## src/rtl/mem_port_arbiter.sv

```systemverilog
// Arbiter sharing one single-ported synchronous RAM between instruction fetch,
// data loads and data stores. Stores complete in the grant cycle. A read holds
// the port for MEM_LATENCY cycles and then returns its data as a one-cycle pulse.
module mem_port_arbiter #(
   parameter int unsigned ADDR_BITS   = 14,
   parameter int unsigned MEM_LATENCY = 1,
   parameter int unsigned STARVE_MAX  = 4
) (
   input  logic                 clk_i,
   input  logic                 reset_i,
   // fetch read port
   input  logic                 f_req_i,
   input  logic [31:0]          f_addr_i,
   input  logic                 f_kill_i,
   output logic                 f_gnt_o,
   output logic                 f_rvalid_o,
   output logic [31:0]          f_rdata_o,
   // load read port
   input  logic                 dr_req_i,
   input  logic [31:0]          dr_addr_i,
   output logic                 dr_gnt_o,
   output logic                 dr_rvalid_o,
   output logic [31:0]          dr_rdata_o,
   // store write port
   input  logic                 dw_req_i,
   input  logic [31:0]          dw_addr_i,
   input  logic [31:0]          dw_wdata_i,
   input  logic [3:0]           dw_wmask_i,
   output logic                 dw_gnt_o,
   // pipeline stall
   output logic                 busy_o,
   // backing RAM
   output logic                 mem_en_o,
   output logic [3:0]           mem_we_o,
   output logic [ADDR_BITS-1:0] mem_addr_o,
   output logic [31:0]          mem_wdata_o,
   input  logic [31:0]          mem_rdata_i
);

   localparam logic [2:0] LatCnt    = 3'(MEM_LATENCY);
   localparam logic [3:0] StarveTop = 4'(STARVE_MAX);

   typedef enum logic [0:0] {StIdle, StReadWait} state_e;
   typedef enum logic [0:0] {OwnLoad, OwnFetch} owner_e;

   state_e     state_q, state_d;
   owner_e     owner_q, owner_d;
   logic [2:0] cnt_q, cnt_d;
   logic [3:0] starve_q, starve_d;
   logic       kill_q, kill_d;
   logic       boost;

   // Byte-offset and out-of-range address bits are dropped, so addresses wrap.
   logic unused_addr_bits;
   assign unused_addr_bits = ^{f_addr_i[31:ADDR_BITS+2], f_addr_i[1:0],
                               dr_addr_i[31:ADDR_BITS+2], dr_addr_i[1:0],
                               dw_addr_i[31:ADDR_BITS+2], dw_addr_i[1:0]};

   // State register with synchronous reset.
   always_ff @(posedge clk_i) begin
      if (reset_i) begin
         state_q  <= StIdle;
         owner_q  <= OwnLoad;
         cnt_q    <= '0;
         starve_q <= '0;
         kill_q   <= 1'b0;
      end else begin
         state_q  <= state_d;
         owner_q  <= owner_d;
         cnt_q    <= cnt_d;
         starve_q <= starve_d;
         kill_q   <= kill_d;
      end
   end

   // Arbitration, read-latency tracking and all outputs; everything is held
   // quiet while reset is asserted.
   always_comb begin
      state_d     = state_q;
      owner_d     = owner_q;
      cnt_d       = cnt_q;
      kill_d      = kill_q;
      starve_d    = starve_q;
      boost       = (starve_q == StarveTop);
      f_gnt_o     = 1'b0;
      f_rvalid_o  = 1'b0;
      f_rdata_o   = '0;
      dr_gnt_o    = 1'b0;
      dr_rvalid_o = 1'b0;
      dr_rdata_o  = '0;
      dw_gnt_o    = 1'b0;
      busy_o      = 1'b0;
      mem_en_o    = 1'b0;
      mem_we_o    = '0;
      mem_addr_o  = '0;
      mem_wdata_o = '0;

      if (!reset_i) begin
         unique case (state_q)
            StIdle: begin
               if (f_req_i && boost) begin
                  f_gnt_o = 1'b1;
               end else if (dw_req_i) begin
                  dw_gnt_o = 1'b1;
               end else if (dr_req_i) begin
                  dr_gnt_o = 1'b1;
               end else if (f_req_i) begin
                  f_gnt_o = 1'b1;
               end

               if (dw_gnt_o) begin
                  mem_en_o    = 1'b1;
                  mem_we_o    = dw_wmask_i;
                  mem_addr_o  = dw_addr_i[ADDR_BITS+1:2];
                  mem_wdata_o = dw_wdata_i;
               end else if (dr_gnt_o) begin
                  mem_en_o   = 1'b1;
                  mem_addr_o = dr_addr_i[ADDR_BITS+1:2];
                  state_d    = StReadWait;
                  owner_d    = OwnLoad;
                  cnt_d      = 3'd1;
                  kill_d     = 1'b0;
               end else if (f_gnt_o) begin
                  mem_en_o   = 1'b1;
                  mem_addr_o = f_addr_i[ADDR_BITS+1:2];
                  state_d    = StReadWait;
                  owner_d    = OwnFetch;
                  cnt_d      = 3'd1;
                  // A flush in the grant cycle already invalidates this fetch.
                  kill_d     = f_kill_i;
               end
            end
            StReadWait: begin
               busy_o = 1'b1;
               if (owner_q == OwnFetch && f_kill_i) begin
                  kill_d = 1'b1;
               end
               if (cnt_q == LatCnt) begin
                  state_d = StIdle;
                  kill_d  = 1'b0;
                  if (owner_q == OwnFetch) begin
                     if (!(kill_q || f_kill_i)) begin
                        f_rvalid_o = 1'b1;
                        f_rdata_o  = mem_rdata_i;
                     end
                  end else begin
                     dr_rvalid_o = 1'b1;
                     dr_rdata_o  = mem_rdata_i;
                  end
               end else begin
                  cnt_d = cnt_q + 3'd1;
               end
            end
            default: state_d = StIdle;
         endcase

         // Count consecutive denied fetch cycles, saturating at the boost level.
         if (!f_req_i || f_gnt_o) begin
            starve_d = '0;
         end else if (starve_q < StarveTop) begin
            starve_d = starve_q + 4'd1;
         end
      end
   end

endmodule
```

## config.mk

```make
export PLATFORM = sky130hd
export DESIGN_NAME = mem_port_arbiter
export DESIGN_NICKNAME = d
export VERILOG_FILES = /design/src/rtl/mem_port_arbiter.sv
export SDC_FILE = /design/constraint.sdc
export NUM_CORES = 1
export LEC_CHECK = 0
export CELL_PAD_IN_SITES_DETAIL_PLACEMENT = 0
export CELL_PAD_IN_SITES_GLOBAL_PLACEMENT = 1
export CORE_MARGIN = 1.5
export CORE_UTILIZATION = 11
export CTS_BUF_LIST = sky130_fd_sc_hd__clkbuf_4
export DETAILED_ROUTE_END_ITERATION = 10
export PLACE_DENSITY = 0.82
export SYNTH_ARGS = -nofsm -noshare
export SYNTH_HDL_FRONTEND = slang
export SYNTH_SLANG_ARGS = --single-unit
```

## constraint.sdc

```tcl
create_clock -name clk_i -period 2.4 [get_ports clk_i]
set_input_delay 0.48 -clock clk_i [delete_from_list [all_inputs] [get_ports clk_i]]
set_output_delay 0.48 -clock clk_i [all_outputs]
set_load 0.02 [all_outputs]
```

**After elaboration in Yosys (flattened, before gate mapping)**

Cells that the tools add are included.

- Input port bits: 170
- Flip-flop bits (word level): 10
- Word-level logic and storage cells: 100

- $lt $le $gt $ge: 1
- Equality and inequality tests: 6
- Bitwise logic cells: 2
- Muxes and demuxes: 74
- Add/subtract/negate cells: 2
- Reductions and logical operators: 10

Operators with widths:

| kind | number |
|---|---|
| two-way mux 32 bit | 12 |
| two-way mux 14 bit | 5 |
| two-way mux 1 bit | 47 |
| two-way mux 3 bit | 4 |
| two-way mux 4 bit | 3 |
| AND reduction 3 bit | 3 |
| one-hot mux 3 bit (2 select lines) | 1 |
| adder 4 x 1 -> 4 bit, second input constant | 1 |
| == test 4 x 3 -> 1 bit, second input constant | 1 |
| less-than comparator 4 x 3 -> 1 bit, second input constant | 1 |
| != test 2 bit, second input constant | 2 |
| one-hot mux 1 bit (2 select lines) | 2 |
| adder 3 x 1 -> 3 bit, second input constant | 1 |
| == test 3 x 1 -> 1 bit, second input constant | 1 |
| != test 3 x 1 -> 1 bit, second input constant | 1 |
| != test 3 bit, second input constant | 1 |
| logical AND 1 bit | 2 |
| logical OR 1 bit | 2 |
| inverter 1 bit | 2 |
| nonzero test 2 bit | 1 |
| OR reduction 2 bit | 1 |
| zero test 1 bit | 1 |

**Logic depth before layout (Yosys ltp)**

Gate-level depths: netlist (run 1).

- Word-level depth: 11
- Mapped depth: 8

**Worst setup path before layout (run 1)**

Ideal clock, no wire load.

- Path type: register to output
- From: register starve_q[0]
- To: output mem_addr_o[10]
- Path slack: 0.065 ns
- Path buffers: 1
- Cell stages (with the launch flop): 8
- Arrival time: 1.855 ns
- Path through: dfxtp_1 inv_1 ha_1 and3b_1 a21oi_4 buf_4 mux2i_1 o21ai_0

- Longest elaborated chain between the ends: 10
- Elaborated cells between the ends (all ways): 16
- Classes of those cells: eq/ne (1); mux (14); reduce/logical (1)

RTL lines:

| what | line | text |
|---|---|---|
| from (decl) | 49 | `logic [3:0] starve_q, starve_d;` |
| from (signal assigned) | 71 | `starve_q <= starve_d;` |
| == test 4 x 3 -> 1 bit (*) | 84 | `boost = (starve_q == StarveTop);` |
| logical AND 1 bit (*) | 101 | `if (f_req_i && boost) begin` |
| two-way mux 1 bit | 101 |  |
| two-way mux 1 bit | 99 | `unique case (state_q)` |
| two-way mux 1 bit | 98 | `if (!reset_i) begin` |
| two-way mux 14 bit | 123 | `end else if (f_gnt_o) begin` |
| two-way mux 14 bit | 116 | `end else if (dr_gnt_o) begin` |
| two-way mux 14 bit (*) | 111 | `if (dw_gnt_o) begin` |
| two-way mux 14 bit (*) | 99 |  |
| two-way mux 14 bit (*) | 98 |  |
| to (decl) | 35 | `output logic [ADDR_BITS-1:0] mem_addr_o,` |

Every way passes the cells marked *; elsewhere a longest branch is shown, timed or not. The select of a mux whose other input is x is not followed.

**Final worst setup path (run 1)**

- From: register starve_q[1]
- To: output mem_addr_o[10]

Same word-level chain as after synthesis.

==> flow_summary.yaml, run 1 <==
status:
  status: "complete, no violations"
logic_synthesis:
  syn_nets: 399
  synth_ff_type: "dfxtp_1"
  synth.yosys.seq_area_share: 0.128
  synth_async_sr_flop_share: 0
  synthCells: 225
  synth_area_per_cell_um2: 6.96
  synthesis.area_mm2: 0.00157
  ys_types: 36
  yosys_warnings: 0
  synth_edf_count: 0
  ys_ff_latch: 10
finish:
  syn_to_final_growth_pct: 196
  final_cell_count_no_fill: 683
  nets: 678
  fin_area_mm2: 0.00463
  drive_above_1_share: 0.441
  diodes: 0
worst_setup_path:
  crit_buf_inv: 4
  cp.required_ns: 1.92
  r2r_cells: 16
  crit_start: "starve_q[1]"
  critical_path.cell_chain: "inv_2, ha_4, and3b_2, a21oi_4, buf_6, buf_4, mux2i_1, o21ai_1, buf_2"
  ff2ff_setup_slack_ns: 0.06
  critPathCapture: "mem_addr_o[10]"
  cp-start-kind: "register"
  max_stage_delay_ns: 0.34
  reg2reg_from: "cnt_q[1]"
  path_max_fanout: 6
  path_class: "reg -> out"
  cpMaxStageDelayCell: "dfxtp_2"
  cp_top_family: "buffers and inverters"
  r2r-end: "cnt_q[1]"
  arrival_ns: 1.90
  critPathCaptureType: "primary output"
  cp.depth: 9
global_routing:
  grt_usage: 0.101
  grt_pass1_wl_um: 12200
  antenna_found_initial: 0
  grt_pass1_vias: 2500
  gr-total-overflow: 0
  grt_max_degree: 44
timing:
  layout_min_cycle_time_ns: 2.38
  setup_viol: 0
  worstMarginPinSlew_ns: 0.485
  totalNegativeSetupSlack_ns: 0
  slew_violations: 0
  slew_headroom: 0.677
  rsz0062_at_grt: "yes"
  period_share: 0.991
  fin_skew_ns: 0.00168
  fin_ws_ns: 0.0215
  final_hold_viol_count: 0
  max_freq_mhz: 420
pwr:
  power_frac_clock: 0.132
  p_per_area_mw_per_mm2: 201
  comb_power_share: 0.670
  seq_power_share: 0.198
  leakagePower_nw: 2.06
  peakVddDrop_mv: 0.111
  internal-power_mw: 0.613
  p_sw_mw: 0.319
  p_sw_frac: 0.343
placement:
  gp_congestion: 0.746
  dpl_worst_slack_ns: -0.582
  portBuffers: 236
  post-place-cells: 656
  placed_area_mm2: 0.00436
  dpl.hpwl_um: 6540
clocking:
  clock_sinks: 10
  cts_tree: "done"
  cts.clk_slew.worst_paths_ns: 0.07
  ctsHtreeMaxLevel: 1
  ctsLongestPathBuffers: 2
  cts-root-buf: "clkbuf_4"
  clock_latency_ns: 0.26
  cts_buffers: 3
  holdBufCountCts: 0
die:
  die_h_um: 122
  pin_count: 291
  rows: 43
  die-area_mm2: 0.0150
  dieWidth_um: 122
  core_mm2: 0.0139
  start_util: 0.113
run:
  drv_cap: 0
route:
  wl_per_cell_um: 13.1
  drt-total-wl_um: 8970
  drt-initial-drc-count: 40
  drtAntennaViolNets: 0
  vias: 2591
  first_pass_iters: 4
  vias_per_cell: 3.79
  route.detailed.drc: 0
min_path:
  hold_class: "reg -> reg"
[cell families after synthesis]
kind of cell / Yosys count / synth area share
compound gates: 32 / 0.137
xor+xnor: 1 / 0.00559
buf+inv: 22 / 0.0671
fa+ha+maj: 4 / 0.0320
flops: 10 / 0.128
mux: 11 / 0.0703
simple gates: 145 / 0.561
[power by group through the flow]
stage,registers [mW],logic [mW],clock network [mW]
6_report,0.185,0.625,0.123
5_1_grt,0.186,0.665,0.138
3_3_place_gp,0.185,0.563,0
3_5_place_dp,0.186,0.569,0
2_1_floorplan,0.186,0.197,0
4_1_cts,0.184,0.595,0.124
[state kept, by name (all words and copies together), names as in the netlist]
register	count
starve_q	4
cnt_q	3
kill_q	1
owner_q	1
state_q	1
[synthesized netlist by cell type, drive strengths merged, types with 2 or more instances]
cell type / number / area share
a21oi: 5 / 0.023
a221o: 3 / 0.019
and2: 102 / 0.41
and3: 4 / 0.016
buf: 6 / 0.029
clkbuf: 10 / 0.024
dfxtp: 10 / 0.13
ha: 4 / 0.032
inv: 6 / 0.014
mux2i: 11 / 0.070
nand2: 16 / 0.038
nand2b: 3 / 0.012
nand3b: 2 / 0.0096
nor2: 10 / 0.024
o211ai: 2 / 0.0096
o21ai: 14 / 0.045
o21bai: 2 / 0.0096
[worst min-delay path, cell delays in order, from the launching register on]
cell and delay [ns]:
dfxtp_1 0.32, nand3b_1 0.08, o21ai_0 0.06
[what timing repair did]
item	CTS	global route
setup buffers	20	3
endpoints found under the setup margin	120	121
gates cloned	3	1
pin swaps	6	8
resized for setup	431	106
[metal layers]
layer / track usage / wire length, µm / up-vias
met3: 0.0204 / 733 / 0
met1: 0.102 / 3100 / 1185
met2: 0.218 / 5130 / 110
met5: 0 / 0 / -
met4: 0.00436 / 0 / 0
li1: - / - / 1296
[metrics by stage]
step	hold slack (ns)	power, mW	util
2_1_floorplan	0.462	0.383	-
3_3_place_gp	0.476	0.748	0.314
3_5_place_dp	0.490	0.755	0.314
4_1_cts	0.502	0.904	0.335
5_1_grt	0.546	0.989	0.334
6_report	0.513	0.932	0.334
[cell usage in the layout, fill, tap and decap left out, types with 6 or more instances in the layout]
cell type,netlist,final
buf_2,3,17
clkdlybuf4s15_2,0,37
nand2_1,16,16
mux2i_1,11,11
and2_1,102,79
buf_6,2,30
dfxtp_1,10,6
nor2_1,10,9
clkbuf_2,0,32
buf_4,1,47
and2_4,0,23
o21ai_0,13,9
clkdlybuf4s50_1,0,112
[cell type report]
cell class	count	area, µm²
tap	180	225
sequential	10	205
inverter	6	22.5
multi-input combinational	193	1440
clock inverter	1	3.75
fill	1454	9250
clock buffer	3	22.5
timing repair buffer	290	2720
[how the worst min path moves through the flow]
stage / startpoint / slack [ns] / end / cells past startpoint
2_1_floorplan: starve_q[3] / 0.46 / starve_q[3] / 2
5_1_grt: cnt_q[2] / 0.55 / cnt_q[2] / 2
4_1_cts: cnt_q[2] / 0.50 / cnt_q[2] / 2
3_3_place_gp: cnt_q[2] / 0.48 / cnt_q[2] / 2
3_5_place_dp: cnt_q[2] / 0.49 / cnt_q[2] / 2
6_report: cnt_q[2] / 0.51 / cnt_q[2] / 2
Power figures use the tool's default switching activity.
==> run 2, diff against run 1 <==
--- a/config.mk
+++ b/config.mk
@@ -15,3 +15,4 @@
 export SYNTH_ARGS = -nofsm -noshare
 export SYNTH_HDL_FRONTEND = slang
 export SYNTH_SLANG_ARGS = --single-unit
+export TNS_END_PERCENT = 50
==> flow_summary.yaml, run 2 (same netlist as run 1, synthesis figures left out) <==
placement:
  portBuffers: 236
  post-place-cells: 656
  dpl.hpwl_um: 6540
  gp_congestion: 0.746
  dpl_worst_slack_ns: -0.582
worst_setup_path:
  critical_path.cell_chain: "inv_2, ha_4, nand2b_4, nand2b_4, buf_4, nor2_2, buf_12, and2_1, clkdlybuf4s15_1"
  arrival_ns: 1.90
  max_stage_delay_ns: 0.33
  cpMaxStageDelayCell: "dfxtp_2"
  cp.required_ns: 1.92
  cp_top_family: "buffers and inverters"
  path_max_fanout: 33
  critPathCaptureType: "primary output"
  cp-start-kind: "register"
  path_class: "reg -> out"
  crit_path_frequent_cell: "nand2b_4"
  crit_buf_inv: 4
global_routing:
  grt_pass1_vias: 2487
  grt_max_degree: 44
  grt_usage: 0.101
  grt-busiest-layer: "met2"
  antenna_found_initial: 0
  grt.met2_usage: 0.216
  grt_use_met1: 0.101
  gr-total-overflow: 0
  gr-usage-met3: 0.0204
  grt_pass1_wl_um: 12100
finish:
  largest-register: "starve_q"
  n_fill_cell: 1465
  nets: 675
  multi_input_area_mm2: 0.00142
  largest_reg_flops: 4
  top_regs: "starve_q x4, cnt_q x3"
  utilization: 0.327
  regArea_um2: 205
  diodes: 0
  final_cell_mix: "clkdlybuf4s50_1 (112), and2_1 (79), buf_4 (49)"
  drive_above_1_share: 0.430
  layout_commonest_cell: "clkdlybuf4s50_1"
  final_cell_count_no_fill: 680
  syn_to_final_growth_pct: 189
die:
  pin_count: 291
  rows: 43
  dieWidth_um: 122
  die_h_um: 122
  core_mm2: 0.0139
  start_util: 0.113
  die-area_mm2: 0.0150
clocking:
  cts.clk_slew.worst_paths_ns: 0.07
  holdBufCountCts: 0
  ctsLongestPathBuffers: 2
  cts-root-buf: "clkbuf_4"
  cts_buffers: 3
  clock_latency_ns: 0.26
  clock_sinks: 10
  cts_tree: "done"
  ctsHtreeMaxLevel: 1
timing:
  fin_hold_ws_ns: 0.511
  fin_skew_ns: 0.00289
  slew_violations: 0
  worstMarginPinSlew_ns: 0.485
  period_share: 0.990
  slew_headroom: 0.677
  rsz0062_at_grt: "yes"
  layout_min_cycle_time_ns: 2.38
  fin_ws_ns: 0.0231
  setup_viol: 0
  max_freq_mhz: 421
  final_hold_viol_count: 0
route:
  wl_per_cell_um: 12.9
  drt-total-wl_um: 8790
  drt-initial-drc-count: 17
  drtAntennaViolNets: 0
  route.detailed.drc: 0
  vias: 2554
  vias_per_cell: 3.76
  first_pass_iters: 4
pwr:
  p_total_mw: 0.912
  peakVddDrop_mv: 0.105
  leakagePower_nw: 2.04
  p_per_area_mw_per_mm2: 201
status:
  status: "complete, no violations"
run:
  drv_cap: 0
min_path:
  hold_class: "reg -> reg"
run 2: cell types whose count changed in the layout (fill, tap and decap cells not counted), sizes merged:
cell           before  now
dlygate4sd2         5    7
clkdlybuf4s15      38   32
buf               101  102
run 2: metrics by stage:
stage	TNS, ns	cell area (µm²)
floorplan	0	1570
global placement	-53.97	4360
detailed placement	-56.80	4360
CTS	-0.787	4660
global route	-0.406	4530
finish	0	4530
run 2: cell type report:
type	count	share of cell area
timing repair buffer	287	0.581
sequential	10	0.0453
inverter	6	0.00497
clock inverter	1	0.000828
tap	180	0.0497
clock buffer	3	0.00497
multi-input combinational	193	0.313
run 2: power by group:
group          switching, mW  internal (mW)
Sequential           0.00842          0.176
Combinational          0.244          0.362
Clock                 0.0616         0.0600
run 2: repair_timing:
| item | CTS | global route |
|---|---|---|
| buffers inserted | 17 | 2 |
| setup endpoints to repair | 120 | 122 |
| pin swaps | 6 | 7 |
| gates resized for setup | 406 | 125 |
| gates cloned | 3 | 0 |
run 2: worst reg2reg max path, cell delays in order (launching register included):
cell and delay [ns]:
dfxtp_2 0.33, inv_2 0.06, ha_4 0.14, nand2b_4 0.06
buf_6 0.11, buf_4 0.12, buf_4 0.12, buf_4 0.12
buf_4 0.12, buf_4 0.12, buf_4 0.12, buf_4 0.12
buf_4 0.12, buf_4 0.12, and2_4 0.16, a2111oi_4 0.28
run 2: worst paths after layout:
check | slack [ns] | start | end | depth (start not counted)
hold reg to reg | 0.51 | cnt_q[2] | cnt_q[2] | 2
setup reg to reg | 0.07 | cnt_q[1] | cnt_q[1] | 15
hold / removal | 0.51 | cnt_q[2] | cnt_q[2] | 2
setup / recovery | 0.02 | cnt_q[1] | dr_rdata_o[9] | 9
run 2: layer usage:
| layer | vias to the layer above | routed length [µm] |
|---|---|---|
| met5 | - | 0 |
| met4 | 0 | 0 |
| met3 | 0 | 728 |
| met2 | 110 | 5020 |
| met1 | 1154 | 3040 |
| li1 | 1290 | - |
